File: src/rtl/bcd_conv_scheduler.sv
// bcd_conv_scheduler: round-robin shared sequential binary-to-BCD converter.
// One double-dabble iteration per clock; result tagged with requester ID.
// Optional macro BCD_LEADING_BLANK_EN: blank leading zero digits with 4'hF.
module bcd_conv_scheduler #(
   parameter int N_REQ  = 2,
   parameter int WIDTH  = 24,
   parameter int DIGITS = 8,
   parameter int ID_W   = (N_REQ > 1) ? $clog2(N_REQ) : 1
) (
   input  logic                    clk,
   input  logic                    reset,
   input  logic [N_REQ-1:0]        req,
   input  logic [N_REQ*WIDTH-1:0]  value,
   output logic [N_REQ-1:0]        grant,
   output logic                    busy,
   output logic                    done,
   output logic [ID_W-1:0]         done_id,
   output logic [4*DIGITS-1:0]     bcd_out,
   output logic                    bcd_valid
);

   localparam int ACC_W = 4 * DIGITS;
   localparam int CNT_W = (WIDTH > 1) ? $clog2(WIDTH) : 1;

   function automatic bit f_digits_ok();
      logic [255:0] p10;
      p10 = 256'd1;
      for (int unsigned k = 0; k < DIGITS; k++) p10 = p10 * 256'd10;
      return (WIDTH < 256) && (p10 > (256'd1 << WIDTH));
   endfunction

   if (!f_digits_ok()) begin : g_bad_params
      $error("bcd_conv_scheduler: DIGITS too small for WIDTH (need 10^DIGITS > 2^WIDTH)");
   end

`ifdef BCD_LEADING_BLANK_EN
   // Replace leading zero digits by the blank code; digit 0 is always kept.
   function automatic logic [ACC_W-1:0] f_blank(input logic [ACC_W-1:0] a);
      logic lead;
      f_blank = a;
      lead    = 1'b1;
      for (int unsigned k = DIGITS - 1; k >= 1; k--) begin
         if (lead && (a[4*k +: 4] == 4'h0)) f_blank[4*k +: 4] = 4'hF;
         else                               lead = 1'b0;
      end
   endfunction
`endif

   typedef enum logic [1:0] {S_IDLE, S_SHIFT, S_DONE} state_t;

   state_t             r_state, w_state_next;
   logic [WIDTH-1:0]   r_bin;
   logic [ACC_W-1:0]   r_acc;
   logic [CNT_W-1:0]   r_count;
   logic [ID_W-1:0]    r_cur_id;
   logic [ID_W-1:0]    r_rr_ptr;
   logic [ID_W-1:0]    r_done_id;
   logic [ACC_W-1:0]   r_bcd_out;
   logic               r_bcd_valid;

   logic [N_REQ-1:0]   w_rot;
   logic               w_any;
   logic [ID_W-1:0]    w_sel;
   logic [ID_W-1:0]    w_ptr_next;
   logic [WIDTH-1:0]   w_operand;
   logic [ACC_W-1:0]   w_adj;
   logic [ACC_W-1:0]   w_acc_shift;
   logic [WIDTH-1:0]   w_bin_shift;
   logic [ACC_W-1:0]   w_bcd_final;
   logic               w_last;

   assign w_rot       = N_REQ'({req, req} >> r_rr_ptr);
   assign w_ptr_next  = (w_sel == ID_W'(N_REQ - 1)) ? '0 : w_sel + 1'b1;
   assign w_operand   = value[w_sel*WIDTH +: WIDTH];
   // Top adjusted bit falls off the accumulator; it cannot be set when DIGITS is legal.
   assign w_acc_shift = ACC_W'({w_adj, r_bin[WIDTH-1]});
   assign w_bin_shift = r_bin << 1;
   assign w_last      = (r_count == CNT_W'(WIDTH - 1));

`ifdef BCD_LEADING_BLANK_EN
   assign w_bcd_final = f_blank(w_acc_shift);
`else
   assign w_bcd_final = w_acc_shift;
`endif

   assign done_id   = r_done_id;
   assign bcd_out   = r_bcd_out;
   assign bcd_valid = r_bcd_valid;

   // Round-robin pick: first set request at or after the rotating pointer.
   always_comb begin
      logic [ID_W:0] sum;
      w_any = 1'b0;
      w_sel = '0;
      sum   = '0;
      for (int unsigned off = 0; off < N_REQ; off++) begin
         if (!w_any && w_rot[off]) begin
            w_any = 1'b1;
            sum   = {1'b0, r_rr_ptr} + (ID_W+1)'(off);
            if (sum >= (ID_W+1)'(N_REQ)) sum = sum - (ID_W+1)'(N_REQ);
            w_sel = sum[ID_W-1:0];
         end
      end
   end

   // Double-dabble correction: every digit >= 5 gets +3, all from pre-adjust values.
   always_comb begin
      w_adj = r_acc;
      for (int unsigned k = 0; k < DIGITS; k++) begin
         if (r_acc[4*k +: 4] >= 4'd5) w_adj[4*k +: 4] = r_acc[4*k +: 4] + 4'd3;
      end
   end

   // FSM state register.
   always_ff @(posedge clk or posedge reset) begin
      if (reset) r_state <= S_IDLE;
      else       r_state <= w_state_next;
   end

   // FSM next state and handshake outputs.
   always_comb begin
      w_state_next = r_state;
      grant        = '0;
      busy         = 1'b0;
      done         = 1'b0;
      case (r_state)
         S_IDLE: begin
            if (w_any) begin
               grant        = N_REQ'(1) << w_sel;
               w_state_next = S_SHIFT;
            end
         end
         S_SHIFT: begin
            busy = 1'b1;
            if (w_last) w_state_next = S_DONE;
         end
         S_DONE: begin
            busy         = 1'b1;
            done         = 1'b1;
            w_state_next = S_IDLE;
         end
         default: w_state_next = S_IDLE;
      endcase
   end

   // Datapath: operand capture, iteration, and result registers.
   always_ff @(posedge clk or posedge reset) begin
      if (reset) begin
         r_bin       <= '0;
         r_acc       <= '0;
         r_count     <= '0;
         r_cur_id    <= '0;
         r_rr_ptr    <= '0;
         r_done_id   <= '0;
         r_bcd_out   <= '0;
         r_bcd_valid <= 1'b0;
      end else begin
         case (r_state)
            S_IDLE: begin
               if (w_any) begin
                  r_bin    <= w_operand;
                  r_acc    <= '0;
                  r_count  <= '0;
                  r_cur_id <= w_sel;
                  r_rr_ptr <= w_ptr_next;
               end
            end
            S_SHIFT: begin
               r_acc   <= w_acc_shift;
               r_bin   <= w_bin_shift;
               r_count <= r_count + 1'b1;
               if (w_last) begin
                  r_bcd_out   <= w_bcd_final;
                  r_done_id   <= r_cur_id;
                  r_bcd_valid <= 1'b1;
               end
            end
            default: ;
         endcase
      end
   end

endmodule

File: config.mk
export PLATFORM = sky130hd
export DESIGN_NAME = bcd_conv_scheduler
export DESIGN_NICKNAME = d
export VERILOG_FILES = /design/src/rtl/bcd_conv_scheduler.sv
export SDC_FILE = /design/constraint.sdc
export NUM_CORES = 1
export LEC_CHECK = 0
export ABC_AREA = 1
export BUFFER_PORTS_ARGS = -buffer_cell sky130_fd_sc_hd__buf_2
export CELL_PAD_IN_SITES_DETAIL_PLACEMENT = 0
export CELL_PAD_IN_SITES_GLOBAL_PLACEMENT = 1
export CORE_MARGIN = 3
export CORE_UTILIZATION = 30
export CTS_CLUSTER_DIAMETER = 60
export DETAILED_ROUTE_END_ITERATION = 8
export MAX_ROUTING_LAYER = met4
export PLACE_DENSITY = 0.67
export SETUP_SLACK_MARGIN = 0.5
export SLEW_MARGIN = 20
export SYNTH_ARGS = -nofsm -noshare
export SYNTH_HDL_FRONTEND = slang
export SYNTH_SLANG_ARGS = --single-unit
File: constraint.sdc
create_clock -name clk -period 3.51 [get_ports clk]
set_input_delay 0.5265 -clock clk [delete_from_list [all_inputs] [get_ports clk]]
set_output_delay 0.5265 -clock clk [all_outputs]
set_load 0.01 [all_outputs]
* Word level (Yosys, flattened, before mapping) *
Cells that the tools add are included.

word-level totals
  flip-flop bits (word level) = 99
  input port bits = 52
  output and inout port bits = 38
  word-level logic and storage cells = 78

operators by class
  add/sub/neg operators = 13
  multipliers = 1
  $lt $le $gt $ge = 10
  equal/unequal tests = 5
  shifts and indexed selects = 3
  mux-type cells = 28
  reductions and logical operators = 9

operators with widths
  kind                   number
  $pmux W32 S2           1
  $pmux W24 S2           1
  $shiftx A48 B7 Y24     1
  $ge A4 B3 Y1 const B   8
  $mux W32               1
  $add A4 B2 Y4 const B  7
  $mux W4                7
  $mux W24               1
  $pmux W5 S2            1
  $mux W1                9
  $mux W2                4
  $reduce_and A2 Y1      4
  $add A5 B1 Y5 const B  1
  $eq A5 B5 Y1 const B   1
  $mux W5                1
  $ne A2 B2 Y1 const B   2
  $pmux W2 S2            1
  $shr A4 B1 Y2          1
  $add A3 B2 Y3 const B  1
  $mul A1 B2 Y3 const B  1
  $mux W3                1
  $add A1 B1 Y2 const B  1
  $eq A2 B1 Y1 const B   1
  $eq A2 B2 Y1 const B   1
  10 further kinds       11

* Depth between registers and ports, before layout *
Gate-level depths: netlist of the first run.

  word-level depth = 9
  mapped depth = 10
  depth with buffers taken out = 9

* Worst setup path after synthesis of the first run *
No wires, ideal clock.

  path type = input port to output port
  from = input req[0]
  to = output grant[0]
  data arrival time = 1048 ps
  required time = 2984 ps
  slack = 1935 ps
  stages on the path = 5
  buffers on the path = 1
  path through = nand2_1 nand2_1 buf_2 nand3_1 inv_1

on the way
  longest elaborated chain between the ends = 8
  elaborated cells between the ends (all ways) = 10
  classes of those cells = shift (2); mux (6); reduce/logical (2)

RTL lines
  what                 RTL line  RTL
  start, declared      12        input logic [N_REQ-1:0] req,
  $shr A4 B1 Y2 *      72        assign w_rot = N_REQ'({req, req} >> r_rr_ptr);
  $mux W1              97        if (!w_any && w_rot[off]) begin
  $logic_not A1 Y1     97
  $logic_and A1 B1 Y1  97
  $mux W1              97
  $shl A1 B1 Y2        129       grant = N_REQ'(1) << w_sel;
  $mux W2 *            128       if (w_any) begin
  $mux W2 *            126       case (r_state)
  end, declared        14        output logic [N_REQ-1:0] grant,

Every way passes the cells marked *; elsewhere a longest branch is shown, timed or not.

* Worst setup path in the final report of the first run *
  from = register r_rr_ptr
  to = output grant[0]

on the way
  longest elaborated chain between the ends = 8
  elaborated cells between the ends (all ways) = 17
  classes of those cells = add/sub (3); order compare (2); shift (2); mux (8); reduce/logical (2)

RTL lines
  what                                                   RTL line  RTL
  start, declared                                        56        logic [ID_W-1:0] r_rr_ptr;
  start signal, assigned                                 165       r_rr_ptr <= w_ptr_next;
  branches (longest 6 deep; another with $add A1 B1 Y2)  -
  $mux W2 *                                              128
  $mux W2 *                                              126

Every way passes the cells marked *.

==> impl_metrics.ini, run 1 <==
[run_status]
status = finished, final reports clean

[global_route]
grt_max_degree = 83
grt_pass1_vias = 4404
antenna_found_initial = 0
track_usage_pct = 13.9
grt_pass1_wl_um = 21800
grt_overflow = 0

[drt]
drc = 0
firstDrtPassIters = 6
drtIter0Drc = 244
wl_per_cell_um = 12.4
vias_per_cell = 4.56
detail-route-antenna-nets = 0
drt_wl_total_um = 12800
vias = 4688

[synthesis]
synth_seq_cells = 99
syn_inst = 722
syn_nets = 795
ys.warnings.count = 0
yosysTopAreaCell = dfrtp_1
synth.distinct_cells = 21
yosys-top-cells-area = dfrtp_1 (46%), nand2_1 (17%), nand3_1 (11%), inv_1 (6.8%), ha_1 (4.9%)
synth_seq_area_share_pct = 46.1
netlist_area_mm2 = 0.00537
avgSynthCellArea_um2 = 7.44
yosys.area.top_type_share_pct = 46.1

[critical_path]
path_cells = inv_1 -> nand2_1 -> nand2_1 -> nand3_1 -> inv_1 -> buf_2
endpoint_kind = output pin
path_buf_inv = 3
r2r_slack_ns = 1.35
max_stage_delay_ns = 0.47
crit_type = reg2out
crit_slowest_cell = nand2_1
reg2reg_depth = 8
path_delay_family = simple AND/OR/NAND/NOR gates
start_kind = flop
timing.rr.start = r_state[1]
worstReg2RegEnd = r_bin[6]
crit_fanout = 20
crit_required_ns = 2.98
cp.arrival_ns = 1.92

[finish]
fillers = 1899
areaGrowthSynthToFinish_pct = 17.6
final_cell_mix = nand2_1 (244), nand3_1 (118), dfrtp_1 (99)
final_common_cell = nand2_1
seqCellArea_mm2 = 0.00248
nets = 873
multiInputGateArea_mm2 = 0.00236
n_antenna_cell = 0
drive_gt1_share_pct = 15.4

[sta]
fmax_ghz = 0.409
hold_violations = 0
period_share_pct = 69.6
rsz0062_at_grt = no
maxSlewViolCount = 0
whs_ns = 0.176
setup_viol = 0
min_period_ns = 2.44
skew_ns = 0.00867
tightest_slew_ns = 0.748
max_slew_margin_pct = 50.0
finalSetupTns_ns = 0

[power_and_ir_drop]
pwr_density_cell_mw_per_mm2 = 615
p_leak_nw = 3.67
p_comb_share_pct = 34.7
p_int_w = 0.00242
p_sw_w = 0.00146
seq_power_share_pct = 37.7
clock_power_share_pct = 27.6
max-vdd-ir-drop_v = 0.000275
swShare_pct = 37.6

[cts]
htreeDepth = 3
post_cts_resized = 0
post_cts_buffers = 0
ctsHoldBuffers = 0
insertion_delay_ns = 0.35
path_clk_slew_ns = 0.07
clock-sinks = 99
cts_root_buffer = clkbuf_16
numCtsBuffers = 9
cts_tree = built
clock_path_buffers = 2

[floorplan]
die_h_um = 140
coreArea_mm2 = 0.0174
die_x_um = 140
ios = 90
dieArea_mm2 = 0.0195
initial_core_util_pct = 30.8
rows = 48

[run]
max_cap_viol_count = 0

[placed_design]
gp_congestion = 0.765
numPortBuffers = 89
dp_hpwl_um = 8780

[worst_hold_path]
hp-class = in2async
[logic make-up after synthesis]
logic type,Yosys count,share of synthesized area [%]
fa+ha+maj,21,4.89
buf+inv,128,9.95
compound gates,68,6.78
simple gates,406,32.2
flops,99,46.1
[metrics by stage]
stage	instance area, um^2	total power, W	std cells	utilization (%)	worst slack, ns
3_5_place_dp	6000	0.00287	1014	34.4	1.16
2_1_floorplan	5370	0.00252	722	-	1.81
3_3_place_gp	6000	0.00287	1014	34.4	1.19
5_1_grt	6310	0.00422	1028	36.3	0.911
6_report	6310	0.00388	1028	36.3	1.07
4_1_cts	6310	0.00396	1028	36.3	1.04
[Yosys cell counts (all sizes together)]
| cell | count |
|---|---|
| nand2 | 246 |
| o21ai | 39 |
| nand3 | 119 |
| or2 | 8 |
| a21oi | 15 |
| clkbuf | 5 |
| nand4 | 5 |
| o22ai | 9 |
| nor2 | 28 |
| buf | 23 |
| o211ai | 4 |
| o21bai | 1 |
| ha | 21 |
| dfrtp | 99 |
| inv | 100 |
[area by class of cell]
type                            instances  share of cell area, %
Clock buffer                           12                   4.06
Clock inverter                          2                  0.951
Inverter                              100                   6.00
Multi-Input combinational cell        495                   37.3
Sequential cell                        99                   39.2
Tap cell                              225                   4.46
Timing Repair Buffer                   95                   7.97
[per-layer routing]
| layer | track usage (%) | share of wire, % | up-vias |
|---|---|---|---|
| li1 | - | - | 2448 |
| met1 | 19.4 | 52 | 2130 |
| met2 | 20.7 | 43 | 98 |
| met3 | 2.65 | 4.0 | 12 |
| met4 | 3.82 | 1.0 | 0 |
| met5 | - | 0 | - |
[sequential cells by signal (all words and copies together), names as in the netlist]
register and flops:
bcd_out 32, r_acc 32, r_bin 24, r_count 5
r_state 2, bcd_valid 1, done_id 1, r_cur_id 1
r_rr_ptr 1
[power by group through the flow]
stage | clock network, W | registers, W | logic, W
2_1_floorplan | 0 | 0.00145 | 0.00107
3_3_place_gp | 0 | 0.00148 | 0.00139
5_1_grt | 0.00115 | 0.00149 | 0.00157
4_1_cts | 0.00111 | 0.00147 | 0.00139
3_5_place_dp | 0 | 0.00149 | 0.00138
6_report | 0.00107 | 0.00146 | 0.00135
[how the worst max path moves through the flow]
stage	from	endpoint	slack, ns	depth (start not counted)
CTS	r_rr_ptr	grant[0]	1.04	6
global placement	req[0]	grant[0]	1.19	6
global route	r_rr_ptr	grant[0]	0.91	6
finish	r_rr_ptr	grant[0]	1.07	6
detailed placement	req[0]	grant[0]	1.16	6
floorplan	reset	bcd_out[0]	1.81	1
[worst reg2reg max path: stages (launching register included)]
cell     delay, ns
dfrtp_1       0.37
inv_1         0.08
ha_1          0.21
inv_2         0.34
nand2_1       0.10
nand2_1       0.39
buf_4         0.38
nor2_1        0.07
a21oi_1       0.15
Note: power is estimated with default switching activity, not from simulation.
==> run 2, diff against run 1 <==
--- a/config.mk
+++ b/config.mk
@@ -5,7 +5,7 @@
 export SDC_FILE = /design/constraint.sdc
 export NUM_CORES = 1
 export LEC_CHECK = 0
-export ABC_AREA = 1
+export ABC_AREA = 0
 export BUFFER_PORTS_ARGS = -buffer_cell sky130_fd_sc_hd__buf_2
 export CELL_PAD_IN_SITES_DETAIL_PLACEMENT = 0
 export CELL_PAD_IN_SITES_GLOBAL_PLACEMENT = 1
@@ -14,7 +14,7 @@
 export CTS_CLUSTER_DIAMETER = 60
 export DETAILED_ROUTE_END_ITERATION = 8
 export MAX_ROUTING_LAYER = met4
-export PLACE_DENSITY = 0.67
+export PLACE_DENSITY = 0.66
 export SETUP_SLACK_MARGIN = 0.5
 export SLEW_MARGIN = 20
 export SYNTH_ARGS = -nofsm -noshare
==> constraint.sdc (replaced) <==
create_clock -name clk -period 2 [get_ports clk]
set_input_delay 0.3 -clock clk [delete_from_list [all_inputs] [get_ports clk]]
set_output_delay 0.3 -clock clk [all_outputs]
set_load 0.01 [all_outputs]
==> run 2 against run 1 <==
  * Sequential power increased by 85%
  * Power rose by 89%
  * Clock skew is 0.00076 ns lower
  * Utilization increased by 4.4 points
  * Non-clock buffer count increased by 37
  * Wire length is 7.6% lower
  * Hold slack worse by 0.11 ns
==> impl_metrics.ini, run 2 <==
[run_status]
status = finished, final reports clean

[cts]
cts_tree = built
ctsHoldBuffers = 0
clock-sinks = 99
htreeDepth = 3
numCtsBuffers = 9
insertion_delay_ns = 0.35
clock_path_buffers = 2
cts_root_buffer = clkbuf_16
path_clk_slew_ns = 0.07

[finish]
final_cell_mix = dfrtp_1 (99), buf_2 (87), nand2_1 (61)
fillers = 1628
areaGrowthSynthToFinish_pct = 31.4
n_antenna_cell = 0
stdcell_count = 820
nets = 672
multiInputGateArea_mm2 = 0.00247
drive_gt1_share_pct = 36.1
final_common_cell = dfrtp_1
fin_area_mm2 = 0.00650
seqCellArea_mm2 = 0.00248

[sta]
fmax_ghz = 0.574
tightest_slew_ns = 0.567
maxSlewViolCount = 0
rsz0062_at_grt = yes
skew_ns = 0.00791
period_share_pct = 87.1
max_slew_margin_pct = 62.2
setup_viol = 0
whs_ns = 0.0675
hold_violations = 0
min_period_ns = 1.74
fin_ws_ns = 0.259

[global_route]
grt_pass1_wl_um = 19600
met3_usage_pct = 2.70
met1_usage_pct = 17.5
met2_usage_pct = 21.8
antenna_found_initial = 0
busiest_layer = met2
grt_max_degree = 100
track_usage_pct = 13.8
grt_pass1_vias = 3982
grt_overflow = 0

[synthesis]
yosysMostFrequentCell = dfrtp_1
synth_common_cells = dfrtp_1 (99), nand2_1 (63), o21ai_0 (44)
synthSimpleGateAreaFrac_pct = 14.0
syn_inst = 480
yosysTopAreaCell = dfrtp_1
syn_nets = 553
yosys.area.top_type_share_pct = 50.1
synth_top_family_by_area = compound AO/OA/AOI/OAI gates
netlist_area_mm2 = 0.00495
synth_compound_area_share_pct = 16.5
synth_seq_area_share_pct = 50.1
synth_fa_ha_area_share_pct = 5.31
yosys-top-cells-area = dfrtp_1 (50%), ha_1 (5.3%), mux2i_1 (5.1%), nand2_1 (4.8%), o21ai_0 (4.5%)
synth_edf_count = 0
muxShareOfSynthArea_pct = 7.56
synth_seq_cells = 99
ys.warnings.count = 0
synth.distinct_cells = 36
async_flop_share_pct = 100
synthXorXnorAreaFrac_pct = 1.77
synth_ff_type = dfrtp_1
avgSynthCellArea_um2 = 10.3

[drt]
drtIter0Drc = 174
wl_per_cell_um = 14.4
vias_per_cell = 4.79
drt_wl_total_um = 11800
firstDrtPassIters = 4
vias = 3930
drc = 0
detail-route-antenna-nets = 0

[critical_path]
endpoint_kind = flop
cp.arrival_ns = 1.97
path_cells = inv_2 -> ha_4 -> nor3b_4 -> nor2_4 -> buf_6 -> and3_4 -> a221o_1
max_stage_delay_ns = 0.39
crit_type = reg2reg
crit_required_ns = 2.23
path_delay_family = simple AND/OR/NAND/NOR gates
start_kind = flop
crit_slowest_cell = dfrtp_1
path_buf_inv = 2
crit_fanout = 7

[placed_design]
gp_congestion = 0.772
place_area_mm2 = 0.00571
pre_cts_slack_ns = -0.0944
dp_hpwl_um = 7800
numPortBuffers = 89
dp_cells = 774

[floorplan]
die_x_um = 134
ios = 90
coreArea_mm2 = 0.0160
die_h_um = 134
dieArea_mm2 = 0.0181
initial_core_util_pct = 30.9
rows = 46

[power_and_ir_drop]
pwr_density_cell_mw_per_mm2 = 1130
p_leak_nw = 2.97
max-vdd-ir-drop_v = 0.000535

[run]
max_cap_viol_count = 0

[worst_hold_path]
hp-class = in2async
run 2: cell types whose count changed in the layout (fill, tap and decap cells not counted), sizes merged, moves of 13 or more:
cell / change
nand2: -182
nand3: -98
inv: -78
buf: +37
mux2i: +25
nor2: -16
nor3b: +16
o211ai: +15
o21ai: +15
a21oi: +13
run 2: area by class of cell:
type,count,area share [%]
Clock buffer,12,3.79
Clock inverter,4,0.770
Inverter,22,1.37
Multi-Input combinational cell,335,38.1
Sequential cell,99,38.1
Tap cell,216,4.16
Timing Repair Buffer,132,13.7
run 2: worst register-to-register path, stage by stage (launching register included):
cell and delay [ns]:
dfrtp_1 0.39, inv_2 0.09, ha_4 0.16, nor3b_4 0.30, nor2_4 0.11, buf_6 0.15
and3_4 0.17, a221o_1 0.26
run 2: per-layer routing:
metal / share of wire, % / wire [um] / vias up
li1: - / - / 1947
met1: 46 / 5410 / 1866
met2: 47 / 5550 / 92
met3: 4.6 / 540 / 25
met4: 2.6 / 305 / 0
met5: 0 / 0 / -
run 2: power breakdown:
part           internal, W  switching, W
Sequential         0.00240      0.000306
Combinational      0.00130       0.00158
Clock              0.00100      0.000739
run 2: cell families (layout without fill, tap and decap cells):
kind of cell	Yosys count	after routing
AOI/OAI and AO/OA	132	132
xor gates and xnor gates	10	10
adders and majority gates	21	21
buffers and inverters	49	170
DFF	99	99
muxes	36	36
and+or+nand+nor	133	136
run 2: final timing paths:
| path | start | end | slack, ns | cells after the start |
|---|---|---|---|---|
| worst max-delay path | r_state[0] | r_acc[7] | 0.26 | 7 |
| worst min-delay path | reset | r_cur_id | 0.07 | 3 |
| worst max register to register | r_state[0] | r_acc[7] | 0.26 | 7 |
| worst min register to register | bcd_valid | bcd_valid | 0.46 | 1 |
| max in group asynchronous | reset | r_acc[19] | 1.47 | 3 |
| min in group clk | value[0] | r_bin[0] | 0.23 | 3 |
run 2: per-stage QoR:
stage                     util, %  TNS [ns]  total power (W)
final                        40.6         0          0.00733
after global routing         40.6         0          0.00785
after CTS                    39.5         0          0.00718
after detailed placement     35.7     -1.23          0.00504
after global placement       35.7         0          0.00496
after floorplan                 -         0          0.00453
run 2: repair_timing:
item,in CTS,in global routing
pin swaps,13,11
cloned,2,1
resized for setup,37,28
setup endpoints to repair,100,101
buffers inserted,18,9
==> run 3, diff against run 2 <==
--- a/config.mk
+++ b/config.mk
@@ -11,6 +11,7 @@
 export CELL_PAD_IN_SITES_GLOBAL_PLACEMENT = 1
 export CORE_MARGIN = 3
 export CORE_UTILIZATION = 30
+export CTS_BUF_LIST = sky130_fd_sc_hd__clkbuf_16
 export CTS_CLUSTER_DIAMETER = 60
 export DETAILED_ROUTE_END_ITERATION = 8
 export MAX_ROUTING_LAYER = met4
==> run 3 against run 2 <==
  * Cell area fell by 0.33%
  * Flip-flop and latch count did not move
  * Utilization fell by 0.13 points
  * Critical endpoint is now r_acc[23]
  * Register-to-register slack barely moved
  * Power fell by 1.1%
  * Count of clock-buffer cells in the layout fell by 3
  * Wire length fell by 0.19%
  * Sequential power barely moved
  * Non-clock buffer count did not move
  * Critical path depth fell by 1
  * Combinational power barely moved
  * Clock power fell by 3%
==> impl_metrics.ini, run 3 (synthesized netlist as in run 2, its figures left out) <==
[finish]
fillers = 1632
areaGrowthSynthToFinish_pct = 31.0
final_cell_mix = dfrtp_1 (99), buf_2 (88), nand2_1 (61)
drive_gt1_share_pct = 35.8
stdcell_count = 820
nets = 672
final_common_cell = dfrtp_1
n_antenna_cell = 0
fin_area_mm2 = 0.00648

[power_and_ir_drop]
p_leak_nw = 2.97
clock_power_share_pct = 23.4
swShare_pct = 36.0
p_int_w = 0.00464
p_comb_share_pct = 39.3
p_sw_w = 0.00261
pwr_density_cell_mw_per_mm2 = 1120
seq_power_share_pct = 37.3
max-vdd-ir-drop_v = 0.000534

[sta]
min_period_ns = 1.73
tightest_slew_ns = 0.543
skew_ns = 0.00819
finalSetupTns_ns = 0
period_share_pct = 86.7
maxSlewViolCount = 0
max_slew_margin_pct = 63.8
rsz0062_at_grt = yes
hold_violations = 0
fmax_ghz = 0.577
setup_viol = 0

[floorplan]
coreArea_mm2 = 0.0160
dieArea_mm2 = 0.0181
die_h_um = 134
initial_core_util_pct = 30.9
rows = 46
ios = 90
die_x_um = 134

[critical_path]
crit_type = reg2reg
start_kind = flop
crit_required_ns = 2.23
endpoint_kind = flop
crit_fanout = 6
cp.arrival_ns = 1.96

[drt]
drc = 0
wl_per_cell_um = 14.4
vias_per_cell = 4.79
detail-route-antenna-nets = 0
firstDrtPassIters = 4
drtIter0Drc = 181
vias = 3931
drt_wl_total_um = 11800

[cts]
ctsHoldBuffers = 0
cts_tree = built
insertion_delay_ns = 0.35
path_clk_slew_ns = 0.07
cts_root_buffer = clkbuf_16
clock_path_buffers = 2
clock-sinks = 99
htreeDepth = 3
numCtsBuffers = 9

[worst_hold_path]
hp-class = in2async

[global_route]
grt_overflow = 0
grt_max_degree = 100
grt_pass1_wl_um = 19500
track_usage_pct = 13.8
grt_pass1_vias = 3982
antenna_found_initial = 0

[run_status]
status = finished, final reports clean

[placed_design]
dp_cells = 774
gp_congestion = 0.772
place_area_mm2 = 0.00571
dp_hpwl_um = 7800
numPortBuffers = 89

[run]
max_cap_viol_count = 0
## run 3: per-stage QoR
| stage | setup WS [ns] | power, W | util, % | hold WS, ns |
|---|---|---|---|---|
| after floorplan | 0.215 | 0.00453 | - | 0.404 |
| after global placement | 0.0120 | 0.00496 | 35.7 | 0.445 |
| after detailed placement | -0.0944 | 0.00504 | 35.7 | 0.452 |
| after CTS | 0.243 | 0.00713 | 39.4 | 0.130 |
| after global routing | 0.182 | 0.00776 | 40.5 | 0.133 |
| final | 0.266 | 0.00725 | 40.5 | 0.0809 |
## run 3: path summary, 6_finish.rpt
path	from	endpoint	slack (ns)	depth (start not counted)
max reg2reg	r_state[1]	r_acc[23]	0.27	6
min in group clk	value[0]	r_bin[0]	0.23	3
max in group asynchronous	reset	r_acc[19]	1.49	3
min reg2reg	bcd_valid	bcd_valid	0.46	1
max	r_state[1]	r_acc[23]	0.27	6
min	reset	r_cur_id	0.08	3
## run 3: final cells by class
class	instances	area, um^2	share of cell area (%)
Timing Repair Buffer	132	887	13.7
Tap cell	216	270	4.17
Inverter	22	88.8	1.37
Sequential cell	99	2480	38.2
Clock buffer	9	225	3.48
Clock inverter	7	61.3	0.946
Multi-Input combinational cell	335	2470	38.1
## run 3: power groups by stage
stage	clock [W]	combinational, W	sequential, W
2_1_floorplan	0	0.00189	0.00263
3_3_place_gp	0	0.00227	0.00269
3_5_place_dp	0	0.00235	0.00270
4_1_cts	0.00175	0.00270	0.00268
5_1_grt	0.00184	0.00317	0.00275
6_report	0.00169	0.00285	0.00270
## run 3: worst max-delay path: stages (launching register included)
cell and delay, ns:
dfrtp_1 0.39, inv_2 0.09, ha_1 0.28, buf_4 0.19, o21ai_4 0.11, buf_4 0.18
a221o_2 0.37
## run 3: routing by layer
metal / vias to the layer above / routed length (um) / GRT usage (%)
met5: - / 0 / -
met4: 0 / 283 / 5.66
met3: 25 / 557 / 2.59
met2: 94 / 5550 / 21.6
met1: 1860 / 5400 / 17.5
li1: 1952 / - / -
## run 3: what timing repair did
item | in CTS | in global routing
resized for setup | 37 | 26
pin swaps | 13 | 10
buffers inserted | 18 | 9
gates cloned | 2 | 1
setup endpoints to repair | 100 | 101
